===== config.mk =====
export PLATFORM = sky130hd
export DESIGN_NAME = change_dispenser
export DESIGN_NICKNAME = d
export VERILOG_FILES = /design/src/rtl/vend_pkg.sv /design/src/rtl/coin_hopper_ctr.sv /design/src/rtl/change_dispenser.sv
export SDC_FILE = /design/constraint.sdc
export NUM_CORES = 1
export LEC_CHECK = 0
export ABC_AREA = 1
export BUFFER_PORTS_ARGS = -buffer_cell sky130_fd_sc_hd__buf_4
export CAP_MARGIN = 20
export CORE_ASPECT_RATIO = 0.75
export CORE_UTILIZATION = 55
export CTS_BUF_LIST = sky130_fd_sc_hd__clkbuf_4 sky130_fd_sc_hd__clkbuf_8
export DETAILED_ROUTE_END_ITERATION = 7
export PLACE_DENSITY_LB_ADDON = 0.12
export SKIP_LAST_GASP = 1
export SYNTH_ARGS = -nofsm -noshare
export SYNTH_HDL_FRONTEND = slang
export SYNTH_SLANG_ARGS = --single-unit

===== constraint.sdc =====
create_clock -name clk -period 6.15 [get_ports clk]
set_input_delay 0.3075 -clock clk [delete_from_list [all_inputs] [get_ports clk]]
set_output_delay 0.3075 -clock clk [all_outputs]
set_load 0.01 [all_outputs]

===== src/rtl/vend_pkg.sv =====
// Shared types and constants for the vending-machine change dispenser.
// Coin values, controller state encoding and the one-hot coin select.
package vend_pkg;

    localparam int AMT_W = 9;
    localparam int CNT_W = 5;

    localparam logic [AMT_W-1:0] VAL_Q = 9'd25;
    localparam logic [AMT_W-1:0] VAL_D = 9'd10;
    localparam logic [AMT_W-1:0] VAL_N = 9'd5;

    typedef enum logic [1:0] {
        IDLE   = 2'd0,
        SELECT = 2'd1,
        REQ    = 2'd2,
        FINISH = 2'd3
    } state_t;

    // Bit order matches the eject lines and the jam flags: {q,d,n}.
    typedef enum logic [2:0] {
        SEL_NONE = 3'b000,
        SEL_N    = 3'b001,
        SEL_D    = 3'b010,
        SEL_Q    = 3'b100
    } coin_sel_t;

    // Largest coin that fits the remaining amount and whose hopper is usable.
    function automatic coin_sel_t pick_coin(input logic [AMT_W-1:0] remaining,
                                            input logic [2:0]       avail);
        coin_sel_t pick;
        pick = SEL_NONE;
        if (avail[2] && remaining >= VAL_Q)
            pick = SEL_Q;
        else if (avail[1] && remaining >= VAL_D)
            pick = SEL_D;
        else if (avail[0] && remaining >= VAL_N)
            pick = SEL_N;
        return pick;
    endfunction

    function automatic logic [AMT_W-1:0] coin_value(input coin_sel_t sel);
        logic [AMT_W-1:0] val;
        case (sel)
            SEL_Q:   val = VAL_Q;
            SEL_D:   val = VAL_D;
            SEL_N:   val = VAL_N;
            default: val = '0;
        endcase
        return val;
    endfunction

endpackage


===== src/rtl/coin_hopper_ctr.sv =====
// Per-denomination hopper bookkeeping: stock, dispensed count, sticky jam
// flag and the acknowledge timeout counter for one coin type.
module coin_hopper_ctr
    import vend_pkg::*;
#(
    parameter logic [CNT_W-1:0] INIT        = 5'd20,
    parameter int               ACK_TIMEOUT = 8
) (
    input  logic             clk,
    input  logic             rst,
    input  logic             clear,
    input  logic             refill,
    input  logic [CNT_W-1:0] refill_stock,
    input  logic             req,
    input  logic             ack,
    output logic [CNT_W-1:0] stock,
    output logic [CNT_W-1:0] count,
    output logic             jam,
    output logic             timeout
);

    localparam int               TMR_W    = $clog2(ACK_TIMEOUT) + 1;
    localparam logic [TMR_W-1:0] TMR_LAST = TMR_W'(ACK_TIMEOUT - 1);

    logic [TMR_W-1:0] timer;

    // Fires on the last cycle of the wait window; an ack in that cycle still wins.
    assign timeout = req && !ack && (timer == TMR_LAST);

    // NOTE: rst is absent from the sensitivity list, so reset takes effect only on a clock edge.
    always_ff @(posedge clk) begin
        if (!rst) begin
            stock <= INIT;
            count <= '0;
            jam   <= 1'b0;
            timer <= '0;
        end else begin
            if (refill) begin
                stock <= refill_stock;
                jam   <= 1'b0;
            end
            if (clear)
                count <= '0;
            if (req) begin
                if (ack) begin
                    stock <= stock - CNT_W'(1);
                    count <= count + CNT_W'(1);
                    timer <= '0;
                end else if (timeout) begin
                    jam   <= 1'b1;
                    timer <= '0;
                end else begin
                    timer <= timer + TMR_W'(1);
                end
            end else begin
                timer <= '0;
            end
        end
    end

endmodule


===== src/rtl/change_dispenser.sv =====
// Change payout controller: pays an owed amount out of quarter, dime and
// nickel hoppers one coin at a time over an eject/ack handshake.
module change_dispenser
    import vend_pkg::*;
#(
    parameter logic [CNT_W-1:0] Q_INIT      = 5'd20,
    parameter logic [CNT_W-1:0] D_INIT      = 5'd20,
    parameter logic [CNT_W-1:0] N_INIT      = 5'd20,
    parameter int               ACK_TIMEOUT = 8
) (
    input  logic             clk,
    input  logic             rst,
    input  logic             start,
    input  logic [AMT_W-1:0] change_amt,
    input  logic             abort,
    input  logic             refill,
    input  logic [CNT_W-1:0] refill_q,
    input  logic [CNT_W-1:0] refill_d,
    input  logic [CNT_W-1:0] refill_n,
    output logic             eject_q,
    output logic             eject_d,
    output logic             eject_n,
    input  logic             hopper_ack,
    output logic             busy,
    output logic             done,
    output logic [CNT_W-1:0] quart,
    output logic [CNT_W-1:0] dim,
    output logic [CNT_W-1:0] nick,
    output logic [AMT_W-1:0] shortfall,
    output logic [2:0]       jam
);

    state_t           state, next_state;
    coin_sel_t        sel, pick;
    logic [AMT_W-1:0] remaining;
    logic             abort_q;
    logic             start_go, refill_go;
    logic             stop_now;
    logic [2:0]       avail;
    logic             to_q, to_d, to_n;
    logic [CNT_W-1:0] stock_q, stock_d, stock_n;

    // Refill has priority over start when both arrive in the same idle cycle.
    assign refill_go = (state == IDLE) && refill;
    assign start_go  = (state == IDLE) && start && !refill;

    assign avail = {(stock_q != '0) && !jam[2],
                    (stock_d != '0) && !jam[1],
                    (stock_n != '0) && !jam[0]};
    assign pick     = pick_coin(remaining, avail);
    assign stop_now = abort_q || abort;

    assign eject_q = (state == REQ) && (sel == SEL_Q);
    assign eject_d = (state == REQ) && (sel == SEL_D);
    assign eject_n = (state == REQ) && (sel == SEL_N);
    assign busy    = (state != IDLE);
    assign done    = (state == FINISH);

    coin_hopper_ctr #(.INIT(Q_INIT), .ACK_TIMEOUT(ACK_TIMEOUT)) u_hopper_q (
        .clk          (clk),
        .rst          (rst),
        .clear        (start_go),
        .refill       (refill_go),
        .refill_stock (refill_q),
        .req          (eject_q),
        .ack          (hopper_ack),
        .stock        (stock_q),
        .count        (quart),
        .jam          (jam[2]),
        .timeout      (to_q)
    );

    coin_hopper_ctr #(.INIT(D_INIT), .ACK_TIMEOUT(ACK_TIMEOUT)) u_hopper_d (
        .clk          (clk),
        .rst          (rst),
        .clear        (start_go),
        .refill       (refill_go),
        .refill_stock (refill_d),
        .req          (eject_d),
        .ack          (hopper_ack),
        .stock        (stock_d),
        .count        (dim),
        .jam          (jam[1]),
        .timeout      (to_d)
    );

    coin_hopper_ctr #(.INIT(N_INIT), .ACK_TIMEOUT(ACK_TIMEOUT)) u_hopper_n (
        .clk          (clk),
        .rst          (rst),
        .clear        (start_go),
        .refill       (refill_go),
        .refill_stock (refill_n),
        .req          (eject_n),
        .ack          (hopper_ack),
        .stock        (stock_n),
        .count        (nick),
        .jam          (jam[0]),
        .timeout      (to_n)
    );

    // NOTE: next_state gets a default before the case so no path leaves it unassigned (no latch).
    always_comb begin
        next_state = state;
        case (state)
            IDLE:    if (start_go) next_state = SELECT;
            SELECT:  next_state = (stop_now || pick == SEL_NONE) ? FINISH : REQ;
            REQ:     if (hopper_ack || to_q || to_d || to_n) next_state = SELECT;
            FINISH:  next_state = IDLE;
            default: next_state = IDLE;
        endcase
    end

    // NOTE: all state below is updated with <= so every register sees pre-edge values.
    always_ff @(posedge clk) begin
        if (!rst) begin
            state     <= IDLE;
            sel       <= SEL_NONE;
            remaining <= '0;
            abort_q   <= 1'b0;
            shortfall <= '0;
        end else begin
            state <= next_state;

            if (state == IDLE)
                abort_q <= 1'b0;
            else if (abort)
                abort_q <= 1'b1;

            case (state)
                IDLE: begin
                    if (start_go) begin
                        remaining <= change_amt;
                        shortfall <= '0;
                    end
                end
                SELECT: begin
                    sel <= pick;
                    // remaining is final here, so shortfall is already valid while done is high.
                    if (next_state == FINISH)
                        shortfall <= remaining;
                end
                REQ: begin
                    if (hopper_ack)
                        remaining <= remaining - coin_value(sel);
                end
                default: ;
            endcase
        end
    end

endmodule


# [Word-level counts from Yosys, hierarchy flattened]
# Index checks and enable logic that the tools add are counted.
[op_classes] magnitude_cmp=3 n_mux=47 n_reduce_logical=42 add_sub_neg=10 eq_ne=13 bitwise=4
[op_table] operator="$mux W5" count=18
[op_table] operator="$mux W9" count=7
[op_table] operator="$pmux W9 S2" count=2
[op_table] operator="$logic_and A1 B1 Y1" count=18
[op_table] operator="$add A5 B1 Y5 const B" count=3
[op_table] operator="$pmux W5 S3" count=1
[op_table] operator="$reduce_bool A5 Y1" count=3
[op_table] operator="$sub A5 B1 Y5 const B" count=3
[op_table] operator="$mux W1" count=14
[op_table] operator="$add A4 B1 Y4 const B" count=3
[op_table] operator="$eq A4 B3 Y1 const B" count=3
[op_table] operator="$reduce_or A4 Y1" count=3
[op_table] operator="$ge A9 B3 Y1 const B" count=1
[op_table] operator="$ge A9 B4 Y1 const B" count=1
[op_table] operator="$ge A9 B5 Y1 const B" count=1
[op_table] operator="$sub A9 B9 Y9" count=1
[op_table] operator="$pmux W2 S4" count=1
[op_table] operator="$eq A2 B2 Y1 const B" count=3
[op_table] operator="$mux W2" count=3
[op_table] operator="$ne A2 B2 Y1 const B" count=3
[op_table] operator="$reduce_and A3 Y1" count=2
[op_table] operator="$reduce_bool A2 Y1" count=3
[op_table] operator="$logic_not A1 Y1" count=5
[op_table] operator="$logic_or A1 B1 Y1" count=5
[op_table] operator="9 further kinds" count=12
[word_totals] in_bits=30 elab_cells=136 out_inout_bits=32 ff_bits=69

# [Depth between registers and ports, before layout]
[depth] ltp_word=13 depth_mapped=15

# [Modules after synthesis]
# From an unflattened synthesis, not the netlist that was laid out.
[hier_totals] cells_unflattened=583 hier_area_um2=4012.6
[modules_own_cells] mod="change_dispenser" seq_area_each_um2=480.5 area_each_um2=1660.3 n_inst=1 cells_each=246
[modules_own_cells] mod="coin_hopper_ctr (u_hopper_d ...)" seq_area_each_um2=300.3 area_each_um2=779.5 n_inst=2 cells_each=112
[modules_own_cells] mod="coin_hopper_ctr (u_hopper_q)" seq_area_each_um2=300.3 area_each_um2=793.3 n_inst=1 cells_each=113

# [Worst setup path before layout]
# No wires, ideal clock.
[synth_path] path_kind="reg-to-reg" start="register sel[1]" end="register remaining[6]" path_stages_with_launch=11 period_less_slack_ps=1994 setup_slack_ps=4156 arrival_ps=1877 setup_ps=116 t_required_ps=6034 path_cell_list="dfxtp_1 inv_2 nand3_1 nand2_1 ha_1 fa_1 o21ai_0 nand2_1 nand2_1 a21oi_1 o211a_1"
[synth_via] elab_chain_len=8
[synth_rtl] element="start, declared" line_no="change_dispenser.sv:34" rtl="coin_sel_t sel, pick;"
[synth_rtl] element="start signal, assigned" line_no="change_dispenser.sv:137" rtl="sel <= pick;"
[synth_rtl] element="$eq A3 B1 Y1 (tied with other cells)" line_no="vend_pkg.sv:43" rtl="case (sel)"
[synth_rtl] element="$pmux W5 S3 (*)" line_no="vend_pkg.sv:43"
[synth_rtl] element="$mux W9 (*)" line_no="change_dispenser.sv:143" rtl="if (hopper_ack)"
[synth_rtl] element="$mux W9 (*)" line_no="change_dispenser.sv:129" rtl="case (state)"
[synth_rtl] element="$mux W9 (*)" line_no="change_dispenser.sv:115" rtl="if (!rst) begin"
[synth_rtl] element="$sub A9 B9 Y9 (*)" line_no="change_dispenser.sv:144" rtl="remaining <= remaining - coin_value(sel);"
[synth_rtl] element="$mux W9 (*)" line_no="change_dispenser.sv:143"
[synth_rtl] element="$pmux W9 S2 (*)" line_no="change_dispenser.sv:129"
[synth_rtl] element="end signal, assigned" line_no="change_dispenser.sv:132" rtl="remaining <= change_amt;"
[synth_rtl] element="end signal, assigned" line_no="change_dispenser.sv:144"
[synth_rtl] element="end, declared" line_no="change_dispenser.sv:35" rtl="logic [AMT_W-1:0] remaining;"
# Every way passes the cells marked *; elsewhere a longest branch is shown, timed or not. The select of a mux whose other input is x is not followed.
# A chain may end at the register's enable or synchronous reset.

# [Worst setup path after layout]
# Same ends and word-level chain as after synthesis.

==> insert_results.sql <==
INSERT INTO impl_metrics (metric_group, metric, value, unit) VALUES
('status', 'outcome', 'finished clean', ''),
('timing', 'report.final.hold_viol_count', '0', ''),
('setup_path', 'worst_setup_ep_type', 'register', ''),
('clock_network', 'clock_slew_seen_by_the_registers_of_the_worst_setup_and_hold_paths', '0.07', 'ns'),
('global_route', 'grt.overflow.total', '0', ''),
('clock_network', 'cts_sinks', '69', ''),
('timing', 'fin_max_slew_vios', '0', ''),
('setup_path', 'max_stage_delay', '0.40', 'ns'),
('clock_network', 'num_cts_buffers', '9', ''),
('synth', 'postSynthAreaPerCell', '7.427', 'sq um'),
('power_and_ir_drop', 'ir_worst_vdd', '0.0001603', 'V'),
('worst_hold_path', 'worstHoldPathType', 'primary input to register', ''),
('global_route', 'grt_antenna_before_repair', '0', ''),
('timing', 'grt_setup_unrepaired', 'no', ''),
('synth', 'synthCells', '515', ''),
('setup_path', 'worstPathMaxFanout', '4', ''),
('setup_path', 'worst_path_required', '6.39', 'ns'),
('timing', 'clock.fmax', '451.3', 'MHz'),
('routing', 'vias_per_cell', '5.372', ''),
('worst_hold_path', 'min_from', 'change_amt[2]', ''),
('layout', 'finish.utilization', '69.23', '%'),
('setup_path', 'critical_path_cell_count', '10', ''),
('setup_path', 'worstSetupStartpointType', 'register', ''),
('global_route', 'grtUsageTotal', '26.15', '%'),
('layout', 'syn_to_final_growth', '17.76', '%'),
('placed_design', 'placement.cell_area', '4252', 'sq um'),
('clock_network', 'cts_tree', 'done', ''),
('global_route', 'met3_usage', '7.331', '%'),
('layout', 'n_diodes', '0', ''),
('setup_path', 'timing.critical_path.max_delay_family', 'adder cells', ''),
('setup_path', 'worstSetupStartpoint', 'sel[1]$_SDFFE_PN0P_', ''),
('floorplanning', 'pin_count', '62', ''),
('placed_design', 'place.gp.congestion', '0.9100', ''),
('placed_design', 'io_buffer_count', '61', ''),
('synth', 'most_common_flop_cell_mapped_by_yosys', 'dfxtp_1', ''),
('floorplanning', 'initial_core_utilization', '58.79', '%'),
('power_and_ir_drop', 'power_density_over_the_cells', '271.8', 'nW/um^2'),
('floorplanning', 'dieWidth', '98.30', 'um'),
('run', 'maxCapViolations', '0', ''),
('worst_hold_path', 'hold-path-cell-count', '3', ''),
('synth', 'ys_async_sr_fraction', '0', '%'),
('global_route', 'gr-max-usage-layer', 'met2', ''),
('synth', 'synth_nets', '563', ''),
('setup_path', 'timing.critical_path.mode_cell', 'nand2_1', ''),
('power_and_ir_drop', 'total_power', '1.224', 'mW'),
('layout', 'drive_above_1_share', '22.20', '%'),
('clock_network', 'clockRootBuffer', 'clkbuf_8', ''),
('clock_network', 'clock_insertion_delay_worst_skew', '0.35', 'ns'),
('routing', 'drt_iter0_drcs', '267', ''),
('synth', 'synth_largest_area_cell', 'dfxtp_1', ''),
('timing', 'setup_total_negative_slack', '0', 'ns'),
('synth', 'synth.top_cell.area_share', '36.11', '%'),
('setup_path', 'path_class', 'register to register', ''),
('power_and_ir_drop', 'power.leakage', '1.966', 'nW'),
('clock_network', 'cts.repair.resized', '0', ''),
('floorplanning', 'floorplan.rows', '25', ''),
('timing', 'timing.final.crit_share', '36.03', '%'),
('setup_path', 'timing.rr.start', 'sel[1]$_SDFFE_PN0P_', ''),
('routing', 'ant_nets', '0', ''),
('clock_network', 'cts_hold_repair.buffers', '0', ''),
('setup_path', 'slowest_stage', 'fa_1', ''),
('floorplanning', 'floorplan.die_area', '7295', 'sq um'),
('timing', 'hold-worst-slack', '0.2337', 'ns'),
('global_route', 'grt_pass1_wl', '14870', 'um'),
('synth', 'seq_total_area_yosys', '36.11', '%'),
('timing', 'period_needed', '2.216', 'ns'),
('layout', 'final_non_filler_cell_area', '4504', 'sq um'),
('synth', 'synth-edff-count', '0', ''),
('global_route', 'grt_start_max_net_pins', '41', ''),
('routing', 'dr.pass1.iters', '7', ''),
('routing', 'route.detailed.wl_per_inst', '13.65', 'um');
## path summary, 6_finish.rpt
path	to	slack (ns)
setup / recovery	remaining[6]$_SDFFE_PN0P_	3.93
hold / removal	remaining[2]$_SDFFE_PN0P_	0.23
setup reg to reg	remaining[6]$_SDFFE_PN0P_	3.93
hold reg to reg	u_hopper_n.timer[0]$_SDFF_PP0_	0.45
## worst reg2reg max path, cell delays in order (launching register included)
cell and delay, ns:
dfxtp_1 0.36, inv_2 0.05, nand3_1 0.20, nand2_1 0.09, ha_1 0.22, fa_1 0.40
o21ai_0 0.29, nand2_1 0.09, nand2_1 0.11, a21oi_1 0.07, o211a_1 0.23
## layer usage
| layer | vias up | share of wire (%) | wire length, um |
|---|---|---|---|
| li1 | 1813 | - | - |
| met1 | 1564 | 49 | 4387 |
| met2 | 117 | 43 | 3839 |
| met3 | 14 | 6.3 | 557 |
| met4 | 0 | 1.4 | 128 |
| met5 | - | 0 | 0 |
## area by class of cell
type,instances,area [sq um]
well taps,81,101.3
inverters,65,244.0
clock buffers,11,145.1
flip-flops and latches,69,1381
fillers,574,2002
clock inverters,5,107.6
repair buffers,61,457.9
multi-input cells,361,2067
## Yosys cell counts (2+ instances only)
cell	number
inv_2	10
clkbuf_1	6
o311ai_0	2
a21oi_2	11
buf_1	2
nand2_4	3
inv_1	54
o21ai_1	9
nand3_1	49
o21ai_0	18
o311ai_1	3
a31oi_1	8
nand2_1	74
dfxtp_1	69
a21oi_1	42
nor3_1	5
nor2_4	7
buf_4	6
buf_6	2
nor2_2	4
a211oi_1	7
xnor2_1	3
ha_1	17
xor2_1	11
buf_2	3
nor3b_1	2
nand4_1	9
nand3_2	2
nor2_1	57
nand2_2	9
## per-stage QoR
stage          setup WS [ns]  std cells
2_1_floorplan          4.156        515
3_3_place_gp           4.054        637
3_5_place_dp           3.962        637
4_1_cts                3.948        653
5_1_grt                3.747        653
6_report               3.934        653
## registers in the layout (all words and copies together) (netlist names), 2 cells and up
| signal | flops |
|---|---|
| u_hopper_n.timer | 4 |
| remaining | 9 |
| state | 2 |
| shortfall | 9 |
| u_hopper_n.stock | 5 |
| u_hopper_q.count | 5 |
| u_hopper_d.timer | 4 |
| u_hopper_q.timer | 4 |
| u_hopper_n.count | 5 |
| u_hopper_q.stock | 5 |
| u_hopper_d.stock | 5 |
| sel | 3 |
| u_hopper_d.count | 5 |
## report_power, final
part / switching, mW / internal (mW)
sequential: 0.0245 / 0.472
clock: 0.177 / 0.286
combinational: 0.159 / 0.105
## cells by family (layout without fill, tap and decap cells)
kind of cell / after synthesis / in the layout / synth area share (%)
AND/OR/NAND/NOR: 223 / 223 / 27.97
flip-flops: 69 / 69 / 36.11
AO/OA/AOI/OAI: 105 / 105 / 16.49
multiplexers: 1 / 1 / 0.2944
adder cells (fa/ha/maj): 18 / 18 / 6.084
XOR/XNOR: 14 / 14 / 3.206
buffers and inverters: 85 / 142 / 9.846
## cells in the final DEF, fill, tap and decap left out
| cell | n |
|---|---|
| a211oi_1 | 7 |
| a21oi_1 | 42 |
| a21oi_2 | 11 |
| a31oi_1 | 8 |
| buf_4 | 61 |
| bufinv_16 | 3 |
| clkbuf_4 | 1 |
| clkbuf_8 | 10 |
| clkinv_1 | 1 |
| clkinv_4 | 2 |
| dfxtp_1 | 69 |
| fa_1 | 1 |
| ha_1 | 17 |
| inv_1 | 54 |
| inv_2 | 10 |
| mux2_2 | 1 |
| nand2_1 | 74 |
| nand2_2 | 9 |
| nand2_4 | 3 |
| nand3_1 | 49 |
| nand3_2 | 2 |
| nand4_1 | 9 |
| nor2_1 | 57 |
| nor2_2 | 4 |
| nor2_4 | 7 |
| nor3_1 | 5 |
| nor3_4 | 1 |
| nor3b_1 | 2 |
| o211a_1 | 1 |
| o211ai_1 | 1 |
| o21ai_0 | 18 |
| o21ai_1 | 9 |
| o21ai_2 | 1 |
| o22ai_1 | 1 |
| o311a_1 | 1 |
| o311ai_0 | 2 |
| o311ai_1 | 3 |
| or2_2 | 1 |
| xnor2_1 | 3 |
| xor2_1 | 11 |
Power figures use the tool's default switching activity.
